==> config.mk <==
export PLATFORM = sky130hd
export DESIGN_NAME = multiport_mem_ctrl
export DESIGN_NICKNAME = d
export VERILOG_FILES = /design/src/rtl/multiport_mem_ctrl.sv
export SDC_FILE = /design/constraint.sdc
export NUM_CORES = 1
export LEC_CHECK = 0
export BUFFER_PORTS_ARGS = -buffer_cell sky130_fd_sc_hd__clkbuf_2
export CAP_MARGIN = 25
export CORE_AREA = 2 2 281 283
export CTS_BUF_LIST = sky130_fd_sc_hd__clkbuf_4 sky130_fd_sc_hd__clkbuf_8
export CTS_CLUSTER_SIZE = 24
export DETAILED_ROUTE_END_ITERATION = 6
export DIE_AREA = 0 0 283 285
export GPL_ROUTABILITY_DRIVEN = 0
export PLACE_DENSITY = 0.46
export SETUP_SLACK_MARGIN = 0.4
export SLEW_MARGIN = 20
export SYNTH_ARGS = -nofsm -noshare
export SYNTH_HDL_FRONTEND = slang
export SYNTH_SLANG_ARGS = --single-unit
==> constraint.sdc <==
create_clock -name i_clk -period 14.4 [get_ports i_clk]
set_input_delay 1.44 -clock i_clk [delete_from_list [all_inputs] [get_ports i_clk]]
set_output_delay 1.44 -clock i_clk [all_outputs]
set_load 0.01 [all_outputs]
==> src/rtl/multiport_mem_ctrl.sv <==
// multiport_mem_ctrl: arbitrates NUM_PORTS line requesters onto one single-ported RAM
// with fixed access/response latency. Define MULTIPORT_MEM_CTRL_RR_EN for round-robin grants.
//
// state  | meaning
// S_IDLE | waiting for an eligible request; grant latched on the edge that leaves
// S_ACC  | counting ACC_LAT edges towards the RAM access strobe
// S_RSP  | read issued, counting RSP_LAT edges towards the response sample
// S_WACK | write strobe and wr_ack cycle
// S_RACK | rsp_valid cycle
module multiport_mem_ctrl #(
  parameter int NUM_PORTS = 2,
  parameter int ADDR_W    = 26,
  parameter int LINE_W    = 128,
  parameter int ACC_LAT   = 5,
  parameter int RSP_LAT   = 5
) (
  input  logic                        i_clk,
  input  logic                        i_reset,
  input  logic [NUM_PORTS-1:0]        i_req,
  input  logic [NUM_PORTS-1:0]        i_req_we,
  input  logic [NUM_PORTS*ADDR_W-1:0] i_req_addr,
  input  logic [NUM_PORTS*LINE_W-1:0] i_req_wdata,
  output logic [NUM_PORTS-1:0]        o_rsp_valid,
  output logic [LINE_W-1:0]           o_rsp_rdata,
  output logic [NUM_PORTS-1:0]        o_wr_ack,
  output logic                        o_busy,
  output logic                        o_mem_en,
  output logic                        o_mem_we,
  output logic [ADDR_W-1:0]           o_mem_addr,
  output logic [LINE_W-1:0]           o_mem_wdata,
  input  logic [LINE_W-1:0]           i_mem_rdata
);

  localparam int GW   = (NUM_PORTS > 1) ? $clog2(NUM_PORTS) : 1;
  localparam int MAXL = (ACC_LAT > RSP_LAT) ? ACC_LAT : RSP_LAT;
  localparam int CW   = $clog2(MAXL + 1);
  localparam logic [CW-1:0] ACC_LD = CW'(ACC_LAT - 1);
  localparam logic [CW-1:0] RSP_LD = CW'(RSP_LAT - 1);

  typedef enum logic [2:0] {
    S_IDLE,
    S_ACC,
    S_RSP,
    S_WACK,
    S_RACK
  } state_t;

  state_t                r_state;
  logic [CW-1:0]         r_cnt;
  logic [GW-1:0]         r_gnt;
  logic                  r_we;
  logic [ADDR_W-1:0]     r_addr;
  logic [LINE_W-1:0]     r_wdata;
  logic [NUM_PORTS-1:0]  r_served;
  logic [NUM_PORTS-1:0]  r_rsp_valid;
  logic [LINE_W-1:0]     r_rsp_rdata;
  logic [NUM_PORTS-1:0]  r_wr_ack;
  logic                  r_busy;
  logic                  r_mem_en;
  logic                  r_mem_we;
  logic [ADDR_W-1:0]     r_mem_addr;
  logic [LINE_W-1:0]     r_mem_wdata;

  logic [NUM_PORTS-1:0]  w_elig;
  logic                  w_any;
  logic [GW-1:0]         w_gnt;
  logic                  w_sel_we;
  logic [ADDR_W-1:0]     w_sel_addr;
  logic [LINE_W-1:0]     w_sel_wdata;
  logic [NUM_PORTS-1:0]  w_gnt_oh;

  // The port just served is masked for one IDLE cycle so a late-dropped req is not regranted.
  assign w_elig   = i_req & ~r_served;
  assign w_gnt_oh = NUM_PORTS'(1) << r_gnt;

`ifdef MULTIPORT_MEM_CTRL_RR_EN
  logic [GW-1:0]        r_rr_ptr;
  logic [NUM_PORTS-1:0] w_rot;
  logic [GW-1:0]        w_next_ptr;

  always_comb begin
    w_rot = NUM_PORTS'({w_elig, w_elig} >> r_rr_ptr);
    w_any = 1'b0;
    w_gnt = '0;
    for (int i = 0; i < NUM_PORTS; i++) begin
      if (!w_any && w_rot[i]) begin
        w_any = 1'b1;
        w_gnt = GW'((int'(r_rr_ptr) + i) % NUM_PORTS);
      end
    end
  end

  assign w_next_ptr = (w_gnt == GW'(NUM_PORTS - 1)) ? '0 : w_gnt + 1'b1;

  always_ff @(posedge i_clk or posedge i_reset) begin
    if (i_reset) begin
      r_rr_ptr <= '0;
    end else if (r_state == S_IDLE && w_any) begin
      r_rr_ptr <= w_next_ptr;
    end
  end
`else
  always_comb begin
    w_any = 1'b0;
    w_gnt = '0;
    for (int i = 0; i < NUM_PORTS; i++) begin
      if (!w_any && w_elig[i]) begin
        w_any = 1'b1;
        w_gnt = GW'(i);
      end
    end
  end
`endif

  always_comb begin
    w_sel_we    = 1'b0;
    w_sel_addr  = '0;
    w_sel_wdata = '0;
    for (int i = 0; i < NUM_PORTS; i++) begin
      if (w_gnt == GW'(i)) begin
        w_sel_we    = i_req_we[i];
        w_sel_addr  = i_req_addr[i*ADDR_W +: ADDR_W];
        w_sel_wdata = i_req_wdata[i*LINE_W +: LINE_W];
      end
    end
  end

  always_ff @(posedge i_clk or posedge i_reset) begin
    if (i_reset) begin
      r_state     <= S_IDLE;
      r_cnt       <= '0;
      r_gnt       <= '0;
      r_we        <= 1'b0;
      r_addr      <= '0;
      r_wdata     <= '0;
      r_served    <= '0;
      r_rsp_valid <= '0;
      r_rsp_rdata <= '0;
      r_wr_ack    <= '0;
      r_busy      <= 1'b0;
      r_mem_en    <= 1'b0;
      r_mem_we    <= 1'b0;
      r_mem_addr  <= '0;
      r_mem_wdata <= '0;
    end else begin
      r_mem_en    <= 1'b0;
      r_mem_we    <= 1'b0;
      r_wr_ack    <= '0;
      r_rsp_valid <= '0;
      case (r_state)
        S_IDLE: begin
          r_served <= '0;
          if (w_any) begin
            r_gnt   <= w_gnt;
            r_we    <= w_sel_we;
            r_addr  <= w_sel_addr;
            r_wdata <= w_sel_wdata;
            r_cnt   <= ACC_LD;
            r_busy  <= 1'b1;
            r_state <= S_ACC;
          end
        end
        S_ACC: begin
          if (r_cnt == '0) begin
            r_mem_en    <= 1'b1;
            r_mem_we    <= r_we;
            r_mem_addr  <= r_addr;
            r_mem_wdata <= r_wdata;
            if (r_we) begin
              r_wr_ack <= w_gnt_oh;
              r_state  <= S_WACK;
            end else begin
              r_cnt   <= RSP_LD;
              r_state <= S_RSP;
            end
          end else begin
            r_cnt <= r_cnt - 1'b1;
          end
        end
        S_RSP: begin
          if (r_cnt == '0) begin
            r_rsp_rdata <= i_mem_rdata;
            r_rsp_valid <= w_gnt_oh;
            r_state     <= S_RACK;
          end else begin
            r_cnt <= r_cnt - 1'b1;
          end
        end
        S_WACK, S_RACK: begin
          r_served <= w_gnt_oh;
          r_busy   <= 1'b0;
          r_state  <= S_IDLE;
        end
        default: begin
          r_busy  <= 1'b0;
          r_state <= S_IDLE;
        end
      endcase
    end
  end

  assign o_rsp_valid = r_rsp_valid;
  assign o_rsp_rdata = r_rsp_rdata;
  assign o_wr_ack    = r_wr_ack;
  assign o_busy      = r_busy;
  assign o_mem_en    = r_mem_en;
  assign o_mem_we    = r_mem_we;
  assign o_mem_addr  = r_mem_addr;
  assign o_mem_wdata = r_mem_wdata;

endmodule

Yosys cells after proc, flatten, opt, wreduce, memory -nomap -nowiden

Cells that the tools add are included.

Bits in registers: 453
Output and inout port bits: 289
Word-level logic and storage cells: 71

Add/subtract/negate cells: 1
Equality and inequality tests: 9
Shift operators: 1
Muxes and demuxes: 28
Bitwise gates (word level): 3
Reduce and logical (&&, ||, !) cells: 14

Operators with widths:

| kind                                             | count |
|---|---|
| two-way mux 128 bit                              | 1 |
| two-way mux 26 bit                               | 1 |
| two-way mux 3 bit                                | 7 |
| one-hot mux 3 bit (3 select lines)               | 2 |
| two-way mux 1 bit                                | 10 |
| two-way mux 2 bit                                | 5 |
| != test 2 bit, second input constant             | 4 |
| AND reduction 2 bit                              | 4 |
| == test 3 x 2 -> 1 bit, second input constant    | 2 |
| zero test 3 bit                                  | 2 |
| one-hot mux 2 bit (2 select lines)               | 1 |
| AND reduction 4 bit                              | 1 |
| OR reduction 2 bit                               | 2 |
| == test 3 x 1 -> 1 bit, second input constant    | 1 |
| == test 3 bit, second input constant             | 1 |
| != test 3 bit, second input constant             | 1 |
| AND reduction 3 bit                              | 1 |
| nonzero test 3 bit                               | 1 |
| subtractor 3 x 1 -> 3 bit, second input constant | 1 |
| bitwise AND 2 bit                                | 1 |
| inverter 2 bit                                   | 1 |
| one-hot mux 1 bit (2 select lines)               | 1 |
| nonzero test 2 bit                               | 1 |
| left shift 1 x 1 -> 2 bit, first input constant  | 1 |
| other kinds (3)                                  | 3 |

Depth between registers and ports, before layout

Word-level depth: 8
Mapped depth: 8
Depth with buffers taken out: 6

Worst setup path after synthesis

Ideal clock, no wire load.

Path type: input to register
Start: input port i_req[1]
End: register r_wdata[29]
Setup time: 132 ps
Arrival time: 2439 ps
Data required time: 14268 ps
Setup slack: 11829 ps
Stages: 7
Path buffers: 3
Path through: and2b_2 nor2b_1 buf_4 buf_6 buf_6 mux2i_1 o21ai_1

Longest elaborated chain between the ends: 4
Elaborated cells between the ends (all ways): 6
Classes of those cells: mux (3); bitwise (1); reduce/logical (2)

RTL lines:

| element                                                    | line | text |
|---|---|---|
| start, declared                                            | 19   | `input logic [NUM_PORTS-1:0] i_req,` |
| bitwise AND 2 bit (*)                                      | 73   | `assign w_elig = i_req & ~r_served;` |
| logical AND 1 bit (*)                                      | 107  | `if (!w_any && w_elig[i]) begin` |
| two-way mux 1 bit                                          | 107  |  |
| two-way mux 128 bit or AND reduction 2 bit (tied branches) | n/a  |  |
| end signal, assigned                                       | 157  | `r_wdata <= w_sel_wdata;` |
| end, declared                                              | 53   | `logic [LINE_W-1:0] r_wdata;` |

Every way passes the cells marked *; elsewhere a longest branch is shown, timed or not.
A chain may end at the register's enable or synchronous reset.

==> run metrics <==
post-route minimum period=3.29 ns; pre-CTS WS=9.78 ns; dpl hpwl=41,000 um; Min-Delay Endpoint=r_wdata[74]$_DFFE_PP0P_; worst r2r dst=o_rsp_rdata[66]$_DFFE_PP0P_; multiplexer share of the synthesized area=25.6%; Setup Buffers After CTS=0; Ports=731; Die Y=285 um; CP Max Fanout=101; Mean Syn Cell Area=13.8 um2; antenna violations before repair=6; area post-placement=0.0230 mm2; FF-to-FF Start=r_state[1]$_DFFE_PP0P_; synthesized-area fraction occupied by adder cells=0.135%; Critical Path RT=15.08 ns; complex-gate fraction of the synthesized area=4.91%; CTS sink cnt=453; worst hold margin=0.471 ns; layout cell share with drive strength beyond 1=54.3%; Yosys warning count=0; Routed Antenna Nets=0; largest net degree at the start of global routing=209; Post-Synth XOR/XNOR Area=0.0472%; MaxCap Viol Count=0; Clk Latency, worst-skew pair=0.67 ns; Synth cell types=45; Switching Share=33.3%; Worst setup SP type=input port; sequential share of power=41.4%; Synth area leader=dfrtp_1; status=finished, final reports clean; gr usage total=13.4%; Nets=2,533; reg2reg setup slack=11.17 ns; clock skew=0.0386 ns; die area=0.0807 mm2; Crit path arrival time=3.97 ns; register area share after synthesis=61.1%; htree depth=3; Vias=13.1k; clk slew on worst S/H paths=0.06 ns; Synth Instances=1,343; Psw=1.73 mW; CTS tree=built; Yosys top cell area share=61.1%; vias in the first global route=13.9k; drt wl/cell=17.2 um; ranking of synthesized cells by area=dfrtp_1, mux2_2, mux2i_1; Congestion Overflow GR=0; Clk pwr share=27.4%; DR pass1 iterations=4; Leak Pwr=12.9 nW; CTS Buffer Depth=3; share of power burned in combinational logic=31.2%; Initial Util=23.8%; synth cell count leaders=dfrtp_1, mux2_2, nand2_1; Max-Slew Margin vs Limit=24.1%; Initial DRC Count=468; Max Slew Vio Count=0; worst-path cell chain=clkbuf_2, clkinvlp_4, buf_12, buf_16, buf_4, buf_6; Core Area=0.0780 mm2; Buffers on Ports=730; CP Class=input port to async pin; fin area=0.0250 mm2; num rows=103; final WL=55,200 um; synth-to-layout area growth=34.7%; Cells on Worst Hold Path=2; syn nets=1,787; simple-gate area share of the yosys netlist=4.23%; CTS buffer count=86; # fillers=7,985; clk root buf=clkbuf_8; max incr delay on CP=0.66 ns; CP Capture Type=async pin; pwr/cell area=208 mW/mm2; ys async rst share=100%; flop and latch count out of synthesis=453; post-cts resize count=0; Worst path slowest cell=buf_6; Worst Hold Launch=r_wdata[74]$_DFFE_PP0P_; largest family of logic cells by synthesized area=multiplexers; maximum vdd drop=0.0977 mV; setup TNS=0 ns; die width=283 um; count leader, synth=dfrtp_1; Final Setup Violations=0; fmax=0.304 GHz; DR DRC count=0; unrepaired setup endpoints after global routing=no; worst hold path type=register to register; Fin. Hold Viols=0; mapped cell area=0.0185 mm2; period utilization=22.8%; hold buffer count at CTS=0; Least-Margin Pin Slew=1.14 ns; first-pass GRT wire length=83,500 um; Vias/cell=4.09; Main synth FF type=dfrtp_1; EDFF count, synth=0; reg2reg path depth=5; post-route setup slack=11.11 ns; Int Pwr=3.47 mW
## stage by stage
stage	power (mW)	std cells	util, %
2_1_floorplan	3.12	1343	-
3_3_place_gp	3.79	3050	29.5
3_5_place_dp	3.84	3050	29.5
4_1_cts	5.31	3199	32.0
5_1_grt	5.56	3203	32.0
6_report	5.19	3204	32.0
## routing by layer
layer	vias up	GRT usage, %	wire length [um]
li1	6211	-	-
met1	6346	15.7	21900
met2	449	23.2	28100
met3	108	4.15	3730
met4	2	4.47	1510
met5	-	0	10
## sequential cells by signal (all words and copies together), names as in the netlist, 3 cells and up
signal,cells
o_mem_addr,26
o_mem_wdata,128
o_rsp_rdata,128
r_addr,26
r_cnt,3
r_state,3
r_wdata,128
## power groups by stage
stage                     registers [mW]  logic [mW]  clock network [mW]
after detailed placement            2.18        1.66                   0
after global routing                2.24        1.78                1.54
after global placement              2.15        1.64                   0
after CTS                           2.17        1.66                1.48
final                               2.15        1.62                1.42
after floorplan                     2.27       0.853                   0
## worst max-delay path by stage
stage / cells after the start / end / slack [ns] / start
6_report: 6 / r_wdata[2]$_DFFE_PP0P_ / 11.11 / i_reset
5_1_grt: 6 / o_mem_wdata[13]$_DFFE_PP0P_ / 10.67 / i_reset
2_1_floorplan: 1 / o_busy$_DFFE_PP0P_ / 6.83 / i_reset
3_5_place_dp: 5 / o_rsp_rdata[121]$_DFFE_PP0P_ / 9.78 / i_reset
4_1_cts: 5 / o_rsp_rdata[123]$_DFFE_PP0P_ / 10.56 / i_reset
3_3_place_gp: 5 / o_rsp_rdata[0]$_DFFE_PP0P_ / 9.93 / i_reset
## cell type report
type	count	area, um2	area share, %
clock inverter	18	295	1.18
antenna	4	10.0	0.0401
sequential	453	11300	45.4
inverter	4	18.8	0.0751
multi-input combinational	799	6500	26.0
timing repair buffer	745	3830	15.3
clock buffer	131	1680	6.72
tap	1050	1310	5.26
## worst max-delay path: cells and delay by family
kind	cells	cell delay [ns]
buffers and inverters	6	2.30
## placed cells by master, fill, tap and decap left out, types with 9 or more instances in the layout
master    count
clkbuf_4     20
dfrtp_1     453
mux2_2      266
nand2_1     157
mux2_1       18
buf_4         9
clkbuf_2    730
o21ai_0     127
o21ai_1      28
clkbuf_8    111
mux2i_1     155
## kinds of logic (layout without fill, tap and decap cells)
logic type / Yosys count / in the layout
buffers and inverters: 91 / 898
other: 0 / 4
xor gates and xnor gates: 1 / 1
and+or+nand+nor: 185 / 185
AOI/OAI and AO/OA: 172 / 172
muxes: 439 / 439
adders and majority gates: 2 / 2
DFF: 453 / 453
Note: power is estimated with default switching activity, not from simulation.
